File: config.mk
export PLATFORM = sky130hd
export DESIGN_NAME = hazard_unit
export DESIGN_NICKNAME = d
export VERILOG_FILES = /design/src/rtl/hazard_unit_pkg.sv /design/src/rtl/hazard_unit_mul_seq.sv /design/src/rtl/hazard_unit.sv
export SDC_FILE = /design/constraint.sdc
export NUM_CORES = 1
export LEC_CHECK = 0
export ABC_AREA = 1
export ABC_CLOCK_PERIOD_IN_PS = 4000
export BUFFER_PORTS_ARGS = -buffer_cell sky130_fd_sc_hd__buf_2
export CORE_MARGIN = 3
export CORE_UTILIZATION = 52
export DETAILED_ROUTE_END_ITERATION = 8
export HOLD_SLACK_MARGIN = 0.05
export PLACE_DENSITY = 0.86
export SYNTH_ARGS = -nofsm -noshare
export SYNTH_HDL_FRONTEND = slang
export SYNTH_SLANG_ARGS = --single-unit
export TNS_END_PERCENT = 20
File: constraint.sdc
create_clock -name clk -period 4 [get_ports clk]
set_clock_uncertainty 0.15 [all_clocks]
set_input_delay 0.6 -clock clk [delete_from_list [all_inputs] [get_ports clk]]
set_output_delay 0.6 -clock clk [all_outputs]
set_load 0.03 [all_outputs]
File: src/rtl/hazard_unit_pkg.sv
// Shared encodings for the pipeline hazard unit: forwarding selects, multiply FSM states.
// Also holds the forwarding-select helper used for both E-stage operands.
package hazard_unit_pkg;

    typedef enum logic [1:0] {
        FWD_RF = 2'b00,
        FWD_W  = 2'b01,
        FWD_M  = 2'b10
    } fwd_e;

    typedef enum logic {
        MUL_IDLE = 1'b0,
        MUL_BUSY = 1'b1
    } mul_state_e;

    localparam logic [3:0] REG_PC = 4'd15;

    // The M-stage result is younger than W, so it wins when both match.
    function automatic fwd_e fwd_sel(
        input logic [3:0] src,
        input logic [3:0] wa_m,
        input logic       we_m,
        input logic [3:0] wa_w,
        input logic       we_w
    );
        fwd_e sel;
        sel = FWD_RF;
        if (src != REG_PC) begin
            if (we_m && (wa_m == src))      sel = FWD_M;
            else if (we_w && (wa_w == src)) sel = FWD_W;
        end
        return sel;
    endfunction

endpackage

File: src/rtl/hazard_unit_mul_seq.sv
// Multi-cycle multiply sequencer: holds the front end for MUL_LAT-1 cycles, then pulses done.
// Zero-latency outputs from registered state; a new multiply is only accepted while idle.
module hazard_unit_mul_seq
    import hazard_unit_pkg::*;
#(
    parameter int MUL_LAT = 2
) (
    input  logic clk,
    input  logic reset,
    input  logic mul_e_i,
    output logic mul_stall_o,
    output logic mul_busy_o,
    output logic mul_done_o
);

    localparam int CW = $clog2(MUL_LAT);

    mul_state_e     state_q, state_d;
    logic [CW-1:0]  cnt_q, cnt_d;

    always_comb begin
        state_d     = state_q;
        cnt_d       = cnt_q;
        mul_stall_o = 1'b0;
        mul_busy_o  = 1'b0;
        mul_done_o  = 1'b0;
        case (state_q)
            MUL_IDLE: begin
                if (mul_e_i) begin
                    state_d     = MUL_BUSY;
                    cnt_d       = CW'(MUL_LAT - 2);
                    mul_stall_o = 1'b1;
                end
            end
            MUL_BUSY: begin
                // MulE is deliberately ignored here: the same instruction is still in E.
                if (cnt_q != '0) begin
                    cnt_d       = cnt_q - CW'(1);
                    mul_stall_o = 1'b1;
                    mul_busy_o  = 1'b1;
                end else begin
                    state_d    = MUL_IDLE;
                    mul_done_o = 1'b1;
                end
            end
            default: state_d = MUL_IDLE;
        endcase
    end

    always_ff @(posedge clk) begin
        if (reset) begin
            state_q <= MUL_IDLE;
            cnt_q   <= '0;
        end else begin
            state_q <= state_d;
            cnt_q   <= cnt_d;
        end
    end

endmodule

File: src/rtl/hazard_unit.sv
// Pipeline hazard unit: forwarding selects, load-use stall, PC-write flushes, multiply hold.
// Combinational controls (no added latency); only the multiply FSM and stall counter are registered.
module hazard_unit
    import hazard_unit_pkg::*;
#(
    parameter int MUL_LAT = 2,
    parameter int CNT_W   = 16
) (
    input  logic             clk,
    input  logic             reset,
    input  logic [3:0]       RA1D,
    input  logic [3:0]       RA2D,
    input  logic [3:0]       RA1E,
    input  logic [3:0]       RA2E,
    input  logic [3:0]       WA3E,
    input  logic [3:0]       WA3M,
    input  logic [3:0]       WA3W,
    input  logic             RegWriteM,
    input  logic             RegWriteW,
    input  logic             MemToRegE,
    input  logic             PCSrcD,
    input  logic             PCSrcE,
    input  logic             PCSrcM,
    input  logic             PCSrcW,
    input  logic             BranchTakenE,
    input  logic             MulE,
    output logic [1:0]       ForwardAE,
    output logic [1:0]       ForwardBE,
    output logic             StallF,
    output logic             StallD,
    output logic             StallE,
    output logic             FlushD,
    output logic             FlushE,
    output logic             FlushM,
    output logic             MulBusy,
    output logic             MulDone,
    output logic [CNT_W-1:0] StallCycles
);

    logic             ldr_stall;
    logic             pc_wr_pend;
    logic             mul_stall;
    logic             mul_busy;
    logic             mul_done;
    logic [CNT_W-1:0] stall_cnt_q, stall_cnt_d;

    hazard_unit_mul_seq #(
        .MUL_LAT(MUL_LAT)
    ) u_mul_seq (
        .clk        (clk),
        .reset      (reset),
        .mul_e_i    (MulE),
        .mul_stall_o(mul_stall),
        .mul_busy_o (mul_busy),
        .mul_done_o (mul_done)
    );

    assign ldr_stall  = MemToRegE & ((WA3E == RA1D) | (WA3E == RA2D));
    assign pc_wr_pend = PCSrcD | PCSrcE | PCSrcM;

    always_comb begin
        ForwardAE = FWD_RF;
        ForwardBE = FWD_RF;
        StallF    = 1'b0;
        StallD    = 1'b0;
        StallE    = 1'b0;
        FlushD    = 1'b0;
        FlushE    = 1'b0;
        FlushM    = 1'b0;
        MulBusy   = 1'b0;
        MulDone   = 1'b0;
        if (reset) begin
            FlushD = 1'b1;
            FlushE = 1'b1;
            FlushM = 1'b1;
        end else begin
            ForwardAE = fwd_sel(RA1E, WA3M, RegWriteM, WA3W, RegWriteW);
            ForwardBE = fwd_sel(RA2E, WA3M, RegWriteM, WA3W, RegWriteW);
            MulBusy   = mul_busy;
            MulDone   = mul_done;
            if (mul_stall) begin
                // Freeze F/D/E around the multiply and feed bubbles into M.
                StallF = 1'b1;
                StallD = 1'b1;
                StallE = 1'b1;
                FlushM = 1'b1;
            end else begin
                StallF = ldr_stall | pc_wr_pend;
                StallD = ldr_stall;
                FlushD = pc_wr_pend | PCSrcW | BranchTakenE;
                FlushE = ldr_stall | BranchTakenE;
            end
        end
    end

    assign stall_cnt_d = (StallF && (stall_cnt_q != {CNT_W{1'b1}}))
                       ? stall_cnt_q + CNT_W'(1) : stall_cnt_q;

    always_ff @(posedge clk) begin
        if (reset) stall_cnt_q <= '0;
        else       stall_cnt_q <= stall_cnt_d;
    end

    assign StallCycles = stall_cnt_q;

endmodule

==> results.ini <==
[drt]
ant_nets=0
drt-initial-drc-count=108
drt-pass1-iter-count=4
routed_wl_um=3609
routedWlPerCell_um=9.780
vias_per_cell=4.864
drc=0
dr_total_vias=1795

[global_route]
grt-ovfl-total=0
antenna_found_initial=0
grtUsageTotal_pct=19.39
grt_pass1_vias=1385
grt_pass1_wl_um=5644
grt_max_degree=28

[clocking]
clk_pin_slew_ns=0.12
clockBufferDepth=2
post_cts_buffers=0
tritoncts=yes
cts_max_level=1
cts_inserted_buffers=3
cts_root_buffer=clkbuf_4
insertion_delay_ns=0.31
cts.sinks=17
ctsResizeCount=0
hold_buffers=0

[logic_synthesis]
synth_mux_area_share_pct=0
synth.cells.most_frequent=78 x nand2_1, 43 x inv_1, 31 x nor2_1, 19 x nand4_1, 17 x dfxtp_1
syn_nets=317
netlist_top_cells_area=dfxtp_1 21%, nand2_1 18%, inv_1 10%
post-synth-top-count-cell=nand2_1
ys_types=30
synthSimpleGateAreaFrac_pct=50.24
netlist_area_um2=1584
ys_ff_latch=17
synth_top_family_by_area=simple AND/OR/NAND/NOR gates
synth_edf_count=0
synth_xor_xnor_area_share_pct=3.870
synth_compound_area_share_pct=5.766
synth_fa_ha_area_share_pct=0.7899
synth_largest_area_cell=dfxtp_1
ys_warn_count=0
seq_area_frac_synth_pct=21.48
syn_inst=277
yosysTopAreaCellShare_pct=21.48
async_flop_share_pct=0
ys_dominant_reg_cell=dfxtp_1
avgSynthCellArea_um2=5.718

[placement]
gp_congestion=0.9030
portBuffers=65
placed_area_um2=1887
dp_hpwl_um=2873

[min_path]
hold_end=StallCycles[15]
holdPathStages=4
hold_class=reg2reg
min_from=StallCycles[15]

[power]
switchingPower_w=0.0001520
internal_power_w=0.0002613
power.total_w=0.0004133
pwr-share-seq_pct=44.5
vdd.ir_drop.worst_uv=241.2
clkPwrFrac_pct=23.8
p_leak_nw=1.097
combPwrFrac_pct=31.7
p_sw_share_pct=36.77
power_density_nw_per_um2=215.9

[die]
die_w_um=61.19
die_y_um=61.19
ioPinCount=67
coreArea_um2=2829
num_rows=19
die_area_um2=3744
initial_core_util_pct=55.99

[timing]
fin_crit_ns=2.630
whs_ns=0.3900
final.period_utilization_pct=65.74
max_freq_ghz=0.3803
hold_viol=0
report.final.slew_viol_count=0
setup_viol=0
setup_tns_ns=0
rsz0062_at_grt=no

[critical_path]
r2r_slack_ns=2.02
cp-end-kind=primary output
timing.rr.end=StallCycles[2]
cp_max_fo=27
start_kind=input pin
critPathRequiredTime_ns=3.25
worst-setup-path-type=in2out
arrival_ns=1.88
worstRegToRegCells=12
r2r-start=StallCycles[0]

[run_status]
status=complete, no violations

[cells_and_area]
fin_nets=379
antenna_cells=0
area_growth_pct=20.85
final_core_util_pct=67.67
fillers=267
drive_gt1_share_pct=27.81
design_area_um2=1914

[flow_run]
cap_violations=0

critical path, stage by stage:
cell and delay, ns:
buf_2 0.09, nor3_1 0.37, nand3_4 0.33, nand2_1 0.25, inv_2 0.06, buf_2 0.17
kinds of logic after synthesis:
family	Yosys count
buf+inv	66
other cells	1
compound gates	16
simple gates	169
flops	17
xor+xnor	7
fa+ha+maj	1
layout by cell type, fill, tap and decap left out, drive strengths merged:
cell    instances
nor2           44
nor4            2
nor2b           1
buf            65
a221oi          2
o22ai           3
conb            1
clkinv         10
o21ai           3
nor3            4
nand4          19
ha              1
a21oi           8
inv            49
nand3          17
xor2            4
xnor2           3
nand2          82
clkbuf          3
dfxtp          17
routing by layer:
layer,up-vias,part of all wire [%],global-route usage (%)
li1,981,-,-
met3,6,5.7,4.612
met5,-,0,0
met1,763,47,24.59
met4,0,1.3,5.882
met2,45,46,32.48
final cells by class:
type                    count  area [um2]  area share [%]
clock buffers               3       22.52           1.176
well taps                  31       38.79           2.026
multi-input cells         194       964.7           50.39
clock inverters             1       5.005          0.2614
inverters                  58       217.7           11.37
flip-flops and latches     17       340.3           17.78
repair buffers             65       325.3           16.99
worst max-delay path by stage:
stage                 from  slack, ns  endpoint
floorplan            reset       1.57    FlushD
global route        PCSrcE       1.19    StallF
detailed placement  PCSrcE       1.36    StallF
finish              PCSrcE       1.37    StallF
global placement    PCSrcE       1.38    StallF
CTS                 PCSrcE       1.37    StallF
power by group through the flow:
stage / logic, W / registers, W / clock network (W)
after floorplan: 0.0000767 / 0.000198 / 0
after global placement: 0.000129 / 0.000187 / 0
after detailed placement: 0.000132 / 0.000187 / 0
after CTS: 0.000132 / 0.000184 / 0.000101
after global routing: 0.000146 / 0.000185 / 0.000107
final: 0.000131 / 0.000184 / 0.0000984
state kept, by name, indices dropped and copies added, names as in the netlist:
name,cells
u_mul_seq.state_q,1
StallCycles,16
metrics by stage:
step	std cells	setup WS [ns]
after global placement	365	1.377
after CTS	369	1.365
after detailed placement	365	1.360
after global routing	369	1.189
final	369	1.370
after floorplan	277	1.565
(Power assumes the default switching activity.)
